File: src/rtl/perf_window_sched.sv
// perf_window_sched: read-side scheduler for the account-performance path.
// Pops {account, A, T} from an FWFT FIFO, registers perf = A*T, keeps a
// WIN-deep sliding window and emits the account of minimum perf (ties go
// to the oldest entry) once per new entry after the window fills. One batch
// of BATCH entries runs per start pulse; downstream backpressure freezes the
// whole pipe.
// Ports:
//   clk2        sole clock
//   rst         synchronous reset, active-high
//   start       one-cycle pulse, begins a batch from IDLE
//   fifo_empty  FIFO read side empty
//   fifo_rdata  FIFO head entry {account, A, T}
//   fifo_rinc   pop strobe (combinational)
//   out_ready   downstream accepts out_account
//   out_valid   out_account valid
//   out_account account with minimum perf in the current window
//   busy        high in RUN or FLUSH
//   done        one-cycle pulse at batch end
module perf_window_sched #(
   parameter int DSIZE = 8,
   parameter int WIN   = 5,
   parameter int BATCH = 4000
) (
   input  logic               clk2,
   input  logic               rst,
   input  logic               start,
   input  logic               fifo_empty,
   input  logic [3*DSIZE-1:0] fifo_rdata,
   output logic               fifo_rinc,
   input  logic               out_ready,
   output logic               out_valid,
   output logic [DSIZE-1:0]   out_account,
   output logic               busy,
   output logic               done
);
   localparam int PW   = 2 * DSIZE;
   localparam int CW   = $clog2(BATCH + 1);
   localparam int WW   = $clog2(WIN + 1);
   localparam int NOUT = BATCH - WIN + 1;

   if (WIN < 2) begin : g_win_chk
      $error("perf_window_sched: WIN must be >= 2");
   end
   if (BATCH < WIN) begin : g_batch_chk
      $error("perf_window_sched: BATCH must be >= WIN");
   end

   typedef enum logic [1:0] {IDLE, RUN, FLUSH, DONE} state_t;

   state_t            state;
   state_t            state_nx;
   logic [CW-1:0]     pop_cnt;
   logic [CW-1:0]     out_cnt;
   logic [WW-1:0]     win_cnt;
   logic [WW-1:0]     win_cnt_nx;
   logic              s1_valid;
   logic [DSIZE-1:0]  s1_acct;
   logic [PW-1:0]     s1_perf;
   logic [DSIZE-1:0]  win_acct [WIN];
   logic [PW-1:0]     win_perf [WIN];
   logic [PW-1:0]     prod;
   logic              stall;
   logic              shift;
   logic              full_nx;
   logic [DSIZE-1:0]  best_acct;
   logic [PW-1:0]     best_perf;

   assign stall = out_valid & ~out_ready;
   assign fifo_rinc = ~rst & (state == RUN) & ~fifo_empty & ~stall
                    & (pop_cnt < CW'(BATCH));
   assign shift = s1_valid & ~stall;
   assign busy = (state == RUN) | (state == FLUSH);
   assign done = (state == DONE);

   assign prod = PW'(fifo_rdata[2*DSIZE-1:DSIZE])
               * PW'(fifo_rdata[DSIZE-1:0]);

   assign win_cnt_nx = (win_cnt == WW'(WIN)) ? win_cnt : win_cnt + WW'(1);
   assign full_nx = shift & (win_cnt_nx == WW'(WIN));

   // Argmin over the post-shift window: slots 1..WIN-1 then s1 as newest.
   // Scanning oldest-first with a strict compare keeps ties on the oldest.
   always_comb begin
      best_acct = win_acct[1];
      best_perf = win_perf[1];
      for (int i = 2; i < WIN; i++) begin
         if (win_perf[i] < best_perf) begin
            best_acct = win_acct[i];
            best_perf = win_perf[i];
         end
      end
      if (s1_perf < best_perf) begin
         best_acct = s1_acct;
         best_perf = s1_perf;
      end
   end

   always_comb begin
      state_nx = state;
      unique case (state)
         IDLE:    if (start) state_nx = RUN;
         RUN:     if (pop_cnt == CW'(BATCH)) state_nx = FLUSH;
         FLUSH:   if (out_cnt == CW'(NOUT)) state_nx = DONE;
         DONE:    state_nx = IDLE;
         default: state_nx = IDLE;
      endcase
   end

   always_ff @(posedge clk2) begin
      if (rst) begin
         state       <= IDLE;
         pop_cnt     <= '0;
         out_cnt     <= '0;
         win_cnt     <= '0;
         s1_valid    <= 1'b0;
         s1_acct     <= '0;
         s1_perf     <= '0;
         out_valid   <= 1'b0;
         out_account <= '0;
         for (int i = 0; i < WIN; i++) begin
            win_acct[i] <= '0;
            win_perf[i] <= '0;
         end
      end else begin
         state <= state_nx;
         if (state == IDLE && start) begin
            pop_cnt <= '0;
            out_cnt <= '0;
            win_cnt <= '0;
            for (int i = 0; i < WIN; i++) begin
               win_acct[i] <= '0;
               win_perf[i] <= '0;
            end
         end else begin
            if (fifo_rinc) pop_cnt <= pop_cnt + CW'(1);
            if (out_valid && out_ready) out_cnt <= out_cnt + CW'(1);
            if (shift) begin
               for (int i = 0; i < WIN - 1; i++) begin
                  win_acct[i] <= win_acct[i+1];
                  win_perf[i] <= win_perf[i+1];
               end
               win_acct[WIN-1] <= s1_acct;
               win_perf[WIN-1] <= s1_perf;
               win_cnt <= win_cnt_nx;
            end
         end
         if (fifo_rinc) begin
            s1_valid <= 1'b1;
            s1_acct  <= fifo_rdata[3*DSIZE-1:2*DSIZE];
            s1_perf  <= prod;
         end else if (!stall) begin
            s1_valid <= 1'b0;
         end
         if (!stall) begin
            out_valid <= full_nx;
            if (full_nx) out_account <= best_acct;
         end
      end
   end

endmodule

File: config.mk
export PLATFORM = sky130hd
export DESIGN_NAME = perf_window_sched
export DESIGN_NICKNAME = d
export VERILOG_FILES = /design/src/rtl/perf_window_sched.sv
export SDC_FILE = /design/constraint.sdc
export NUM_CORES = 1
export LEC_CHECK = 0
export BUFFER_PORTS_ARGS = -buffer_cell sky130_fd_sc_hd__buf_2
export CAP_MARGIN = 20
export CORE_MARGIN = 10
export CORE_UTILIZATION = 65
export DETAILED_ROUTE_END_ITERATION = 10
export PLACE_DENSITY = 0.95
export SYNTH_ARGS = -nofsm -noshare
export SYNTH_HDL_FRONTEND = slang
export SYNTH_SLANG_ARGS = --single-unit
export TNS_END_PERCENT = 50
File: constraint.sdc
create_clock -name clk2 -period 24.9 [get_ports clk2]
set_clock_uncertainty 0.05 [all_clocks]
set_input_delay 1.245 -clock clk2 [delete_from_list [all_inputs] [get_ports clk2]]
set_output_delay 1.245 -clock clk2 [all_outputs]
set_load 0.01 [all_outputs]
==> results.py, run 1 <==
metrics = {
    "outcome": {
        "outcome": "completed",
    },
    "power": {
        "power_frac_comb_pct": 46.3,
        "power_density_nw_per_um2": 101,
        "power_frac_seq_pct": 30.6,
        "leakagePower_uw": 0.00494,
        "worst_ir_drop_vdd_uv": 69.9,
        "p_clk_share_pct": 23.1,
        "power.internal_uw": 686,
        "total_power_uw": 1150,
        "switchingPower_uw": 463,
        "switching_share_pct": 40.3,
    },
    "floorplan": {
        "die-area_um2": 21400,
        "die_h_um": 146,
        "fp-row-count": 46,
        "die_w_um": 146,
        "initial_utilization_pct": 65.9,
        "core_area_um2": 15800,
        "io_pins": 41,
    },
    "synth": {
        "synth-compound-area-share_pct": 12.0,
        "synth_top_family_by_area": "adder cells",
        "yosysWarnings": 0,
        "seq_area_frac_synth_pct": 39.9,
        "synthAdderAreaFrac_pct": 19.8,
        "synth_simple_gate_area_share_pct": 19.0,
        "synth_xor_area_share_pct": 2.36,
        "synth.net_count": 1214,
        "synthArstFlopShare_pct": 0,
        "synth_seq_cells": 159,
        "synthFlopType": "edfxtp_1",
        "syn_area_um2": 10400,
        "synth-edff-count": 96,
        "yosysUniqueCellTypes": 54,
        "muxShareOfSynthArea_pct": 2.35,
        "synthCells": 1044,
        "avgSynthCellArea_um2": 9.95,
    },
    "worst_setup_path": {
        "critPathTopFamily": "compound AO/OA/AOI/OAI gates",
        "path_class": "reg2reg",
        "cp.required_ns": 25.15,
        "cp_max_fo": 34,
        "slowest_stage": "nor3_4",
        "slowest_delay_ns": 0.73,
        "crit_path_start_kind": "register",
        "path_buf_inv": 3,
        "cp-end-kind": "register",
        "cp.arrival_ns": 10.05,
    },
    "cts": {
        "path_clk_slew_ns": 0.06,
        "root_buffer": "clkbuf_16",
        "clock_sinks": 159,
        "cts-resized-gates": 0,
        "postCtsSetupBuffers": 0,
        "insertion_delay_ns": 0.43,
        "cts_tree": "built",
        "cts_buffers": 17,
        "clockBufferDepth": 2,
        "postCtsHoldBufs": 0,
        "cts_htree_levels": 4,
    },
    "drt": {
        "wl_per_cell_um": 17.3,
        "via_per_inst": 6.05,
        "dr_total_vias": 7891,
        "first_iter_violations": 852,
        "drc": 0,
        "wl_mm": 22.6,
        "ant_nets": 0,
        "firstDrtPassIters": 7,
    },
    "timing": {
        "max_freq_mhz": 102,
        "grt_setup_unrepaired": "no",
        "slew_violations": 0,
        "slew_headroom_pct": 45.8,
        "tns_ns": 0,
        "finalSetupViolCount": 0,
        "worst_pin_slew_ns": 0.810,
        "layout_min_cycle_time_ns": 9.80,
        "timing.hold.ws_ns": 0.435,
        "min_period_over_period_pct": 39.4,
        "hold_violations": 0,
    },
    "global_routing": {
        "grtUsageTotal_pct": 21.1,
        "antenna_found_initial": 0,
        "grt_pass1_vias": 7830,
        "overflow": 0,
        "grt_max_degree": 97,
        "grt_pass1_wl_mm": 37.8,
    },
    "placement": {
        "place_area_um2": 10800,
        "dpl.hpwl_mm": 15.5,
        "gp_congestion": 0.892,
        "port_buffers": 40,
    },
    "job": {
        "maxCapViolCount": 0,
    },
    "final_layout": {
        "drive_gt1_share_pct": 8.64,
        "utilization_pct": 72.4,
        "num-nets-final": 1245,
        "design_area_um2": 11400,
        "antenna_cells": 0,
        "syn_to_final_growth_pct": 9.90,
    },
    "worst_hold_path": {
        "hold_path_class": "reg2reg",
    },
}
[power by group through the flow]
stage	Sequential [uW]	Combinational (uW)	Clock [uW]
3_5_place_dp	355	505	0
6_report	351	532	265
5_1_grt	355	591	276
4_1_cts	351	519	265
2_1_floorplan	348	393	0
3_3_place_gp	352	474	0
[placed cells by master, fill, tap and decap left out, types with 11 or more instances in the layout]
master and n:
xnor2_1 14, edfxtp_1 96, dfxtp_1 63, and2_1 121, inv_1 88, mux2i_1 23
xor2_1 14, nand2_1 124, clkbuf_16 20, ha_1 105, a21o_1 11, nand4_1 13
nor3_1 22, nor2_1 48, o21ai_0 47, buf_2 40, a21oi_1 47, nand3_1 18
o21a_1 21, fa_1 36
[worst register-to-register path, delay by kind of cell, from the launching register on]
family / cells / cell delay, ns
flip-flops: 1 / 0.42
multiplexers: 1 / 0.29
buffers and inverters: 3 / 0.79
adder cells (fa/ha/maj): 4 / 1.15
AND/OR/NAND/NOR: 11 / 2.36
AO/OA/AOI/OAI: 17 / 4.63
[metal layers]
| metal | vias to the layer above | global-route usage, % | part of all wire, % |
|---|---|---|---|
| met3 | 79 | 4.05 | 5.4 |
| li1 | 3702 | - | - |
| met2 | 326 | 36.1 | 50 |
| met4 | 0 | 8.81 | 3.4 |
| met1 | 3784 | 25.4 | 41 |
| met5 | - | 0 | 0 |
[cells in the mapped netlist (all sizes together), types with 2 or more instances]
master | number | area (um2)
o21ai | 47 | 235
o221ai | 8 | 120
nand3 | 18 | 90.1
o31ai | 3 | 36.3
a21oi | 47 | 235
a31oi | 4 | 25.0
nand2b | 4 | 25.0
a21o | 11 | 82.6
clkbuf | 31 | 116
fa | 36 | 721
nor2 | 49 | 184
nand4 | 13 | 81.3
o31a | 3 | 26.3
o21a | 21 | 158
o21bai | 3 | 22.5
a2111oi | 2 | 42.5
dfxtp | 63 | 1260
nand2 | 124 | 465
a211oi | 6 | 45.0
ha | 105 | 1310
edfxtp | 96 | 2880
nand3b | 5 | 50.1
a21boi | 2 | 15.0
nor2b | 5 | 31.3
buf | 5 | 35.0
mux2i | 24 | 244
a32oi | 8 | 70.1
nor3 | 23 | 120
inv | 88 | 330
and3 | 5 | 31.3
xnor2 | 14 | 123
and4 | 7 | 61.3
and2 | 121 | 757
or3 | 6 | 37.5
a311o | 2 | 20.0
maj3 | 2 | 20.0
or4 | 2 | 15.0
a221oi | 3 | 26.3
nor4 | 3 | 18.8
o211ai | 5 | 37.5
xor2 | 14 | 123
[path summary, 6_finish.rpt]
kind                                                    end  cells after the start  slack (ns)                          start
worst max-delay path            out_account[4]$_SDFFE_PP0P_                     36       15.10  win_perf[0][45]$_SDFFCE_PN0P_
worst min-delay path                s1_perf[8]$_SDFFE_PP0P_                      2        0.44        s1_perf[8]$_SDFFE_PP0P_
worst max register to register  out_account[4]$_SDFFE_PP0P_                     36       15.10  win_perf[0][45]$_SDFFCE_PN0P_
worst min register to register      s1_perf[8]$_SDFFE_PP0P_                      2        0.44        s1_perf[8]$_SDFFE_PP0P_
[registers in the layout, summed over array words and instances (netlist names), named ones only]
register,cells
win_perf,64
state,2
out_valid,1
win_cnt,1
out_cnt,12
out_account,8
s1_acct,8
s1_perf,16
win_acct,32
s1_valid,1
pop_cnt,12
[kinds of logic after synthesis]
kind of cell | after synthesis
AND/OR/NAND/NOR | 385
buffers and inverters | 125
flip-flops | 159
AO/OA/AOI/OAI | 180
adder cells (fa/ha/maj) | 143
XOR/XNOR | 28
multiplexers | 24
[stage by stage]
stage / setup WS [ns] / std cells
after global routing: 14.30 / 1304
after global placement: 16.04 / 1271
after CTS: 15.27 / 1303
after detailed placement: 15.35 / 1271
final: 15.10 / 1304
after floorplan: 16.82 / 1044
[cell type report]
class	count	area [um2]
Inverter	89	334
Timing Repair Buffer	48	280
Clock buffer	23	515
Tap cell	216	270
Fill cell	1000	4360
Clock inverter	9	92.6
Multi-Input combinational cell	760	5780
Sequential cell	159	4140
Note: power is estimated with default switching activity, not from simulation.
==> inputs of run 2 (changes only) <==
--- a/config.mk
+++ b/config.mk
@@ -8,9 +8,9 @@
 export BUFFER_PORTS_ARGS = -buffer_cell sky130_fd_sc_hd__buf_2
 export CAP_MARGIN = 20
 export CORE_MARGIN = 10
-export CORE_UTILIZATION = 65
+export CORE_UTILIZATION = 57
 export DETAILED_ROUTE_END_ITERATION = 10
-export PLACE_DENSITY = 0.95
+export PLACE_DENSITY = 0.89
 export SYNTH_ARGS = -nofsm -noshare
 export SYNTH_HDL_FRONTEND = slang
 export SYNTH_SLANG_ARGS = --single-unit
==> constraint.sdc (replaced) <==
create_clock -name clk2 -period 8.7 [get_ports clk2]
set_clock_uncertainty 0.05 [all_clocks]
set_input_delay 0.435 -clock clk2 [delete_from_list [all_inputs] [get_ports clk2]]
set_output_delay 0.435 -clock clk2 [all_outputs]
set_load 0.01 [all_outputs]
==> run 2 against run 1 <==
Against the previous run: power rose to 2.9 times the previous value; routed wire length fell by 6.3%; first-iteration DRC count fell by 42%; via count fell by 5.0%; hold slack got worse by 0.24 ns; sequential share of layout area fell by 0.28 points; sequential power rose to 2.9 times the previous value; sequential cell count did not move; clock-buffer cell count rose by 4; clock power rose to 2.8 times the previous value; combinational power rose to 2.9 times the previous value; largest cell class unchanged.
==> results.py, run 2 (same netlist as run 1, synthesis figures left out) <==
metrics = {
    "floorplan": {
        "initial_utilization_pct": 57.8,
        "die_h_um": 155,
        "die_w_um": 155,
        "io_pins": 41,
        "core_area_um2": 18000,
        "die-area_um2": 24000,
        "fp-row-count": 49,
    },
    "worst_setup_path": {
        "crit_path_start_kind": "register",
        "slowest_delay_ns": 0.42,
        "cp.required_ns": 9.01,
        "slowest_stage": "edfxtp_1",
        "r2r_end": "out_account[7]$_SDFFE_PP0P_",
        "path_common_cell": "o21ai_0",
        "cp_max_fo": 30,
        "rrSetupSlack_ns": 0.47,
        "path_class": "reg2reg",
        "cp-end-kind": "register",
        "cp.arrival_ns": 8.54,
        "rr_startpoint": "win_perf[0][47]$_SDFFCE_PN0P_",
        "reg2reg_depth": 34,
    },
    "timing": {
        "finalSetupViolCount": 0,
        "layout_min_cycle_time_ns": 8.23,
        "slew_violations": 0,
        "max_freq_mhz": 121,
        "slew_headroom_pct": 38.2,
        "min_period_over_period_pct": 94.6,
        "worst_pin_slew_ns": 0.928,
        "grt_setup_unrepaired": "no",
        "hold_violations": 0,
    },
    "final_layout": {
        "layout_commonest_cell": "nand2_1",
        "largest_register_ffs": 64,
        "reg.largest.list": "win_perf: 64 flops, win_acct: 32 flops, s1_perf: 16 flops",
        "mostFrequentLayoutCells": "nand2_1, and2_1, ha_1",
        "top_register": "win_perf",
        "drive_gt1_share_pct": 9.44,
        "num-nets-final": 1248,
        "antenna_cells": 0,
        "syn_to_final_growth_pct": 10.8,
        "stdcell_count": 1320,
        "area.sequential_um2": 4140,
        "fillers": 1283,
        "multi_input_area_um2": 5830,
    },
    "cts": {
        "postCtsHoldBufs": 0,
        "cts_buffers": 17,
        "cts_tree": "built",
        "root_buffer": "clkbuf_16",
        "clockBufferDepth": 2,
        "clock_sinks": 159,
        "path_clk_slew_ns": 0.06,
        "insertion_delay_ns": 0.43,
        "cts_htree_levels": 4,
    },
    "global_routing": {
        "overflow": 0,
        "antenna_found_initial": 0,
        "grt_pass1_wl_mm": 36.1,
        "grt_max_degree": 79,
        "grt_pass1_vias": 7622,
        "grtUsageTotal_pct": 17.9,
    },
    "drt": {
        "wl_per_cell_um": 16.0,
        "firstDrtPassIters": 5,
        "dr_total_vias": 7497,
        "drc": 0,
        "ant_nets": 0,
        "first_iter_violations": 492,
        "via_per_inst": 5.68,
        "wl_mm": 21.2,
    },
    "worst_hold_path": {
        "min_path_cells": 3,
        "min_from": "fifo_rdata[16]",
        "hold_path_class": "in2reg",
        "hold_end": "s1_acct[0]$_SDFFE_PP0P_",
    },
    "power": {
        "switching_share_pct": 39.3,
        "leakagePower_uw": 0.00496,
        "p_clk_share_pct": 22.8,
        "power_density_nw_per_um2": 287,
        "switchingPower_uw": 1300,
        "total_power_uw": 3300,
        "worst_ir_drop_vdd_uv": 203,
        "power_frac_seq_pct": 30.5,
        "power.internal_uw": 2000,
        "power_frac_comb_pct": 46.7,
    },
    "placement": {
        "dpl.hpwl_mm": 14.9,
        "dp_cells": 1286,
        "port_buffers": 40,
        "gp_congestion": 0.893,
    },
    "outcome": {
        "outcome": "completed",
    },
    "job": {
        "maxCapViolCount": 0,
    },
}
==> run 2: cell count changes in the layout (fill, tap and decap cells not counted), moves of 2 or more <==
cell      previous run  this run
a221oi_1             3         1
o21ai_1              0         2
a221oi_2             0         2
clkbuf_8             0         3
o21ai_0             47        45
inv_6                3         0
==> run 2: power by group through the flow <==
stage          Clock (uW)  Sequential, uW  Combinational (uW)
3_3_place_gp            0            1010                1380
4_1_cts               760            1000                1490
2_1_floorplan           0             997                1130
3_5_place_dp            0            1010                1440
6_report              753            1010                1540
5_1_grt               794            1020                1730
==> run 2: worst max path at each step <==
stage	from	to	slack (ns)
final	win_perf[0][47]$_SDFFCE_PN0P_	out_account[7]$_SDFFE_PP0P_	0.47
after global routing	win_perf[0][47]$_SDFFCE_PN0P_	out_account[5]$_SDFFE_PP0P_	0.006
after CTS	win_perf[0][47]$_SDFFCE_PN0P_	out_account[2]$_SDFFE_PP0P_	0.1
after detailed placement	win_perf[0][37]$_SDFFCE_PN0P_	out_account[2]$_SDFFE_PP0P_	-0.16
after global placement	win_perf[0][42]$_SDFFCE_PN0P_	out_account[4]$_SDFFE_PP0P_	0.15
after floorplan	win_perf[0][47]$_SDFFCE_PN0P_	out_account[3]$_SDFFE_PP0P_	0.62
==> run 2: area by class of cell <==
cell class	count	area share [%]
clock inverter	5	0.326
inverter	89	2.90
tap	229	2.49
timing repair buffer	50	2.53
sequential	159	36.0
clock buffer	27	5.04
multi-input combinational	761	50.7
==> run 2: critical path: cells and delay by family, from the launching register on <==
family                     cells  cell delay (ns)
AOI/OAI and AO/OA             21             4.42
buffers and inverters          3             0.63
DFF                            1             0.42
adders and majority gates      4             1.28
and+or+nand+nor                5             1.05
muxes                          1             0.28
==> run 2: metal layers <==
metal | up-vias | track usage [%] | part of all wire [%]
met2 | 193 | 29.9 | 49
met4 | 0 | 6.79 | 2.7
met1 | 3559 | 22.5 | 45
li1 | 3702 | - | -
met5 | - | 0 | 0
met3 | 43 | 3.50 | 3.8
==> run 2: timing repair <==
action                     4_1_cts  5_1_grt
setup endpoints to repair        8        8
gates resized for setup          1        9
pin swaps                        1        1
buffers inserted                 1        0
gates cloned                     0        1
==> run 2: per-stage QoR <==
step	setup TNS (ns)	area (um2)	hold slack (ns)	utilization [%]	setup slack, ns
final	0	11500	0.192	64.0	0.468
after global routing	0	11500	0.187	64.0	0.00631
after CTS	0	11500	0.181	63.8	0.0968
after detailed placement	-1.18	10800	0.413	60.2	-0.157
after global placement	0	10800	0.400	60.2	0.146
after floorplan	0	10400	0.385	-	0.623
==> inputs of run 3 (changes only) <==
--- a/config.mk
+++ b/config.mk
@@ -7,8 +7,10 @@
 export LEC_CHECK = 0
 export BUFFER_PORTS_ARGS = -buffer_cell sky130_fd_sc_hd__buf_2
 export CAP_MARGIN = 20
+export CELL_PAD_IN_SITES_DETAIL_PLACEMENT = 1
+export CELL_PAD_IN_SITES_GLOBAL_PLACEMENT = 1
 export CORE_MARGIN = 10
-export CORE_UTILIZATION = 57
+export CORE_UTILIZATION = 45
 export DETAILED_ROUTE_END_ITERATION = 10
 export PLACE_DENSITY = 0.89
 export SYNTH_ARGS = -nofsm -noshare
==> run 3 against run 2 <==
Against the previous run: clock-buffer cell count shrank 8; critical endpoint is now out_account[0]$_SDFFE_PP0P_; final cell count grew 4.9%; final area grew 1.6%; largest power group unchanged.
==> results.py, run 3 (same netlist as run 1, synthesis figures left out) <==
metrics = {
    "drt": {
        "wl_per_cell_um": 19.1,
        "ant_nets": 0,
        "first_iter_violations": 441,
        "wl_mm": 26.4,
        "via_per_inst": 5.56,
        "firstDrtPassIters": 5,
        "dr_total_vias": 7706,
        "drc": 0,
    },
    "power": {
        "worst_ir_drop_vdd_uv": 145,
        "leakagePower_uw": 0.00499,
        "power_density_nw_per_um2": 298,
        "power_frac_seq_pct": 29.3,
        "power.internal_uw": 2020,
        "switchingPower_uw": 1460,
        "power_frac_comb_pct": 49.7,
        "p_clk_share_pct": 21.0,
        "switching_share_pct": 41.9,
    },
    "timing": {
        "setup_ws_ns": 0.323,
        "slew_violations": 0,
        "slew_headroom_pct": 38.0,
        "finalSetupViolCount": 0,
        "min_period_over_period_pct": 96.3,
        "hold_violations": 0,
        "layout_min_cycle_time_ns": 8.38,
        "max_freq_mhz": 119,
        "worst_pin_slew_ns": 0.930,
    },
    "cts": {
        "clockBufferDepth": 2,
        "postCtsHoldBufs": 0,
        "cts_htree_levels": 4,
        "cts_tree": "built",
        "insertion_delay_ns": 0.43,
        "path_clk_slew_ns": 0.07,
        "root_buffer": "clkbuf_16",
        "cts_buffers": 17,
        "clock_sinks": 159,
    },
    "worst_setup_path": {
        "crit_path_start_kind": "register",
        "path_class": "reg2reg",
        "cp-end-kind": "register",
        "rr_startpoint": "win_perf[0][47]$_SDFFCE_PN0P_",
        "slowest_delay_ns": 0.49,
        "rrSetupSlack_ns": 0.32,
        "cp.required_ns": 8.95,
        "setup.worst_path.start": "win_perf[0][47]$_SDFFCE_PN0P_",
        "cp_max_fo": 30,
        "slowest_stage": "edfxtp_1",
        "cp.arrival_ns": 8.63,
    },
    "placement": {
        "port_buffers": 40,
        "dpl.hpwl_mm": 19.0,
        "gp_congestion": 0.834,
        "post-place-ws_ns": -0.542,
    },
    "final_layout": {
        "fillers": 2485,
        "antenna_cells": 0,
        "area.sequential_um2": 4140,
        "drive_gt1_share_pct": 11.7,
        "mostFrequentLayoutCells": "nand2_1, and2_1, ha_1",
        "layout_commonest_cell": "nand2_1",
        "utilization_pct": 51.6,
        "largest_register_ffs": 64,
        "multi_input_area_um2": 5910,
        "num-nets-final": 1257,
        "reg.largest.list": "win_perf: 64 flops, win_acct: 32 flops, s1_perf: 16 flops",
        "top_register": "win_perf",
        "syn_to_final_growth_pct": 12.5,
    },
    "global_routing": {
        "grt_max_degree": 74,
        "grt_pass1_vias": 8459,
        "antenna_found_initial": 0,
        "grtUsageTotal_pct": 18.1,
        "overflow": 0,
        "grt_pass1_wl_mm": 43.1,
    },
    "outcome": {
        "outcome": "completed",
    },
    "worst_hold_path": {
        "hold_path_class": "in2reg",
        "min_from": "fifo_rdata[21]",
    },
    "floorplan": {
        "die_w_um": 172,
        "die-area_um2": 29600,
        "io_pins": 41,
        "core_area_um2": 22600,
        "die_h_um": 172,
        "initial_utilization_pct": 45.9,
        "fp-row-count": 55,
    },
    "job": {
        "maxCapViolCount": 0,
    },
}
[run 3: layout make-up]
cell class / instances / area share [%]
multi-input cells: 760 / 50.5
clock buffers: 19 / 3.97
inverters: 89 / 2.86
well taps: 285 / 3.05
repair buffers: 60 / 3.13
clock inverters: 13 / 0.975
flip-flops and latches: 159 / 35.5
[run 3: timing repair]
item	in CTS	in global routing
gates resized for setup	6	39
endpoints found under the hold margin	0	0
setup buffers	4	5
endpoints found under the setup margin	8	8
gates cloned	0	0
pin swaps	3	7
[run 3: path summary, 6_finish.rpt]
check	to	cells past startpoint
max	out_account[0]$_SDFFE_PP0P_	35
min reg2reg	pop_cnt[11]$_SDFFE_PP0P_	2
min	s1_acct[5]$_SDFFE_PP0P_	3
max reg2reg	out_account[0]$_SDFFE_PP0P_	35
[run 3: worst max-delay path: cells and delay by family, from the launching register on]
family | cells | cell delay (ns)
buffers and inverters | 4 | 0.71
AO/OA/AOI/OAI | 20 | 4.45
adder cells (fa/ha/maj) | 4 | 1.26
AND/OR/NAND/NOR | 6 | 1.07
multiplexers | 1 | 0.20
flip-flops | 1 | 0.49
[run 3: routing by layer]
layer  routed length [um]  global-route usage, %
met2                14200                   33.3
met3                  464                   2.49
met1                11100                   21.0
met5                    0                      0
met4                  633                   6.45
[run 3: stage by stage]
| stage | area, um2 | TNS [ns] | instances | hold slack [ns] | power, uW |
|---|---|---|---|---|---|
| 5_1_grt | 11700 | -0.324 | 1385 | 0.199 | 3740 |
| 6_report | 11700 | 0 | 1385 | 0.193 | 3480 |
| 2_1_floorplan | 10400 | 0 | 1044 | 0.385 | 2120 |
| 3_3_place_gp | 10900 | 0 | 1344 | 0.400 | 2440 |
| 4_1_cts | 11500 | 0 | 1380 | 0.182 | 3370 |
| 3_5_place_dp | 10900 | -4.27 | 1344 | 0.414 | 2560 |
[run 3: power by group through the flow]
stage          clock [uW]  combinational, uW  sequential, uW
2_1_floorplan           0               1130             997
3_3_place_gp            0               1430            1010
3_5_place_dp            0               1540            1020
4_1_cts               741               1620            1010
5_1_grt               776               1930            1030
6_report              732               1730            1020
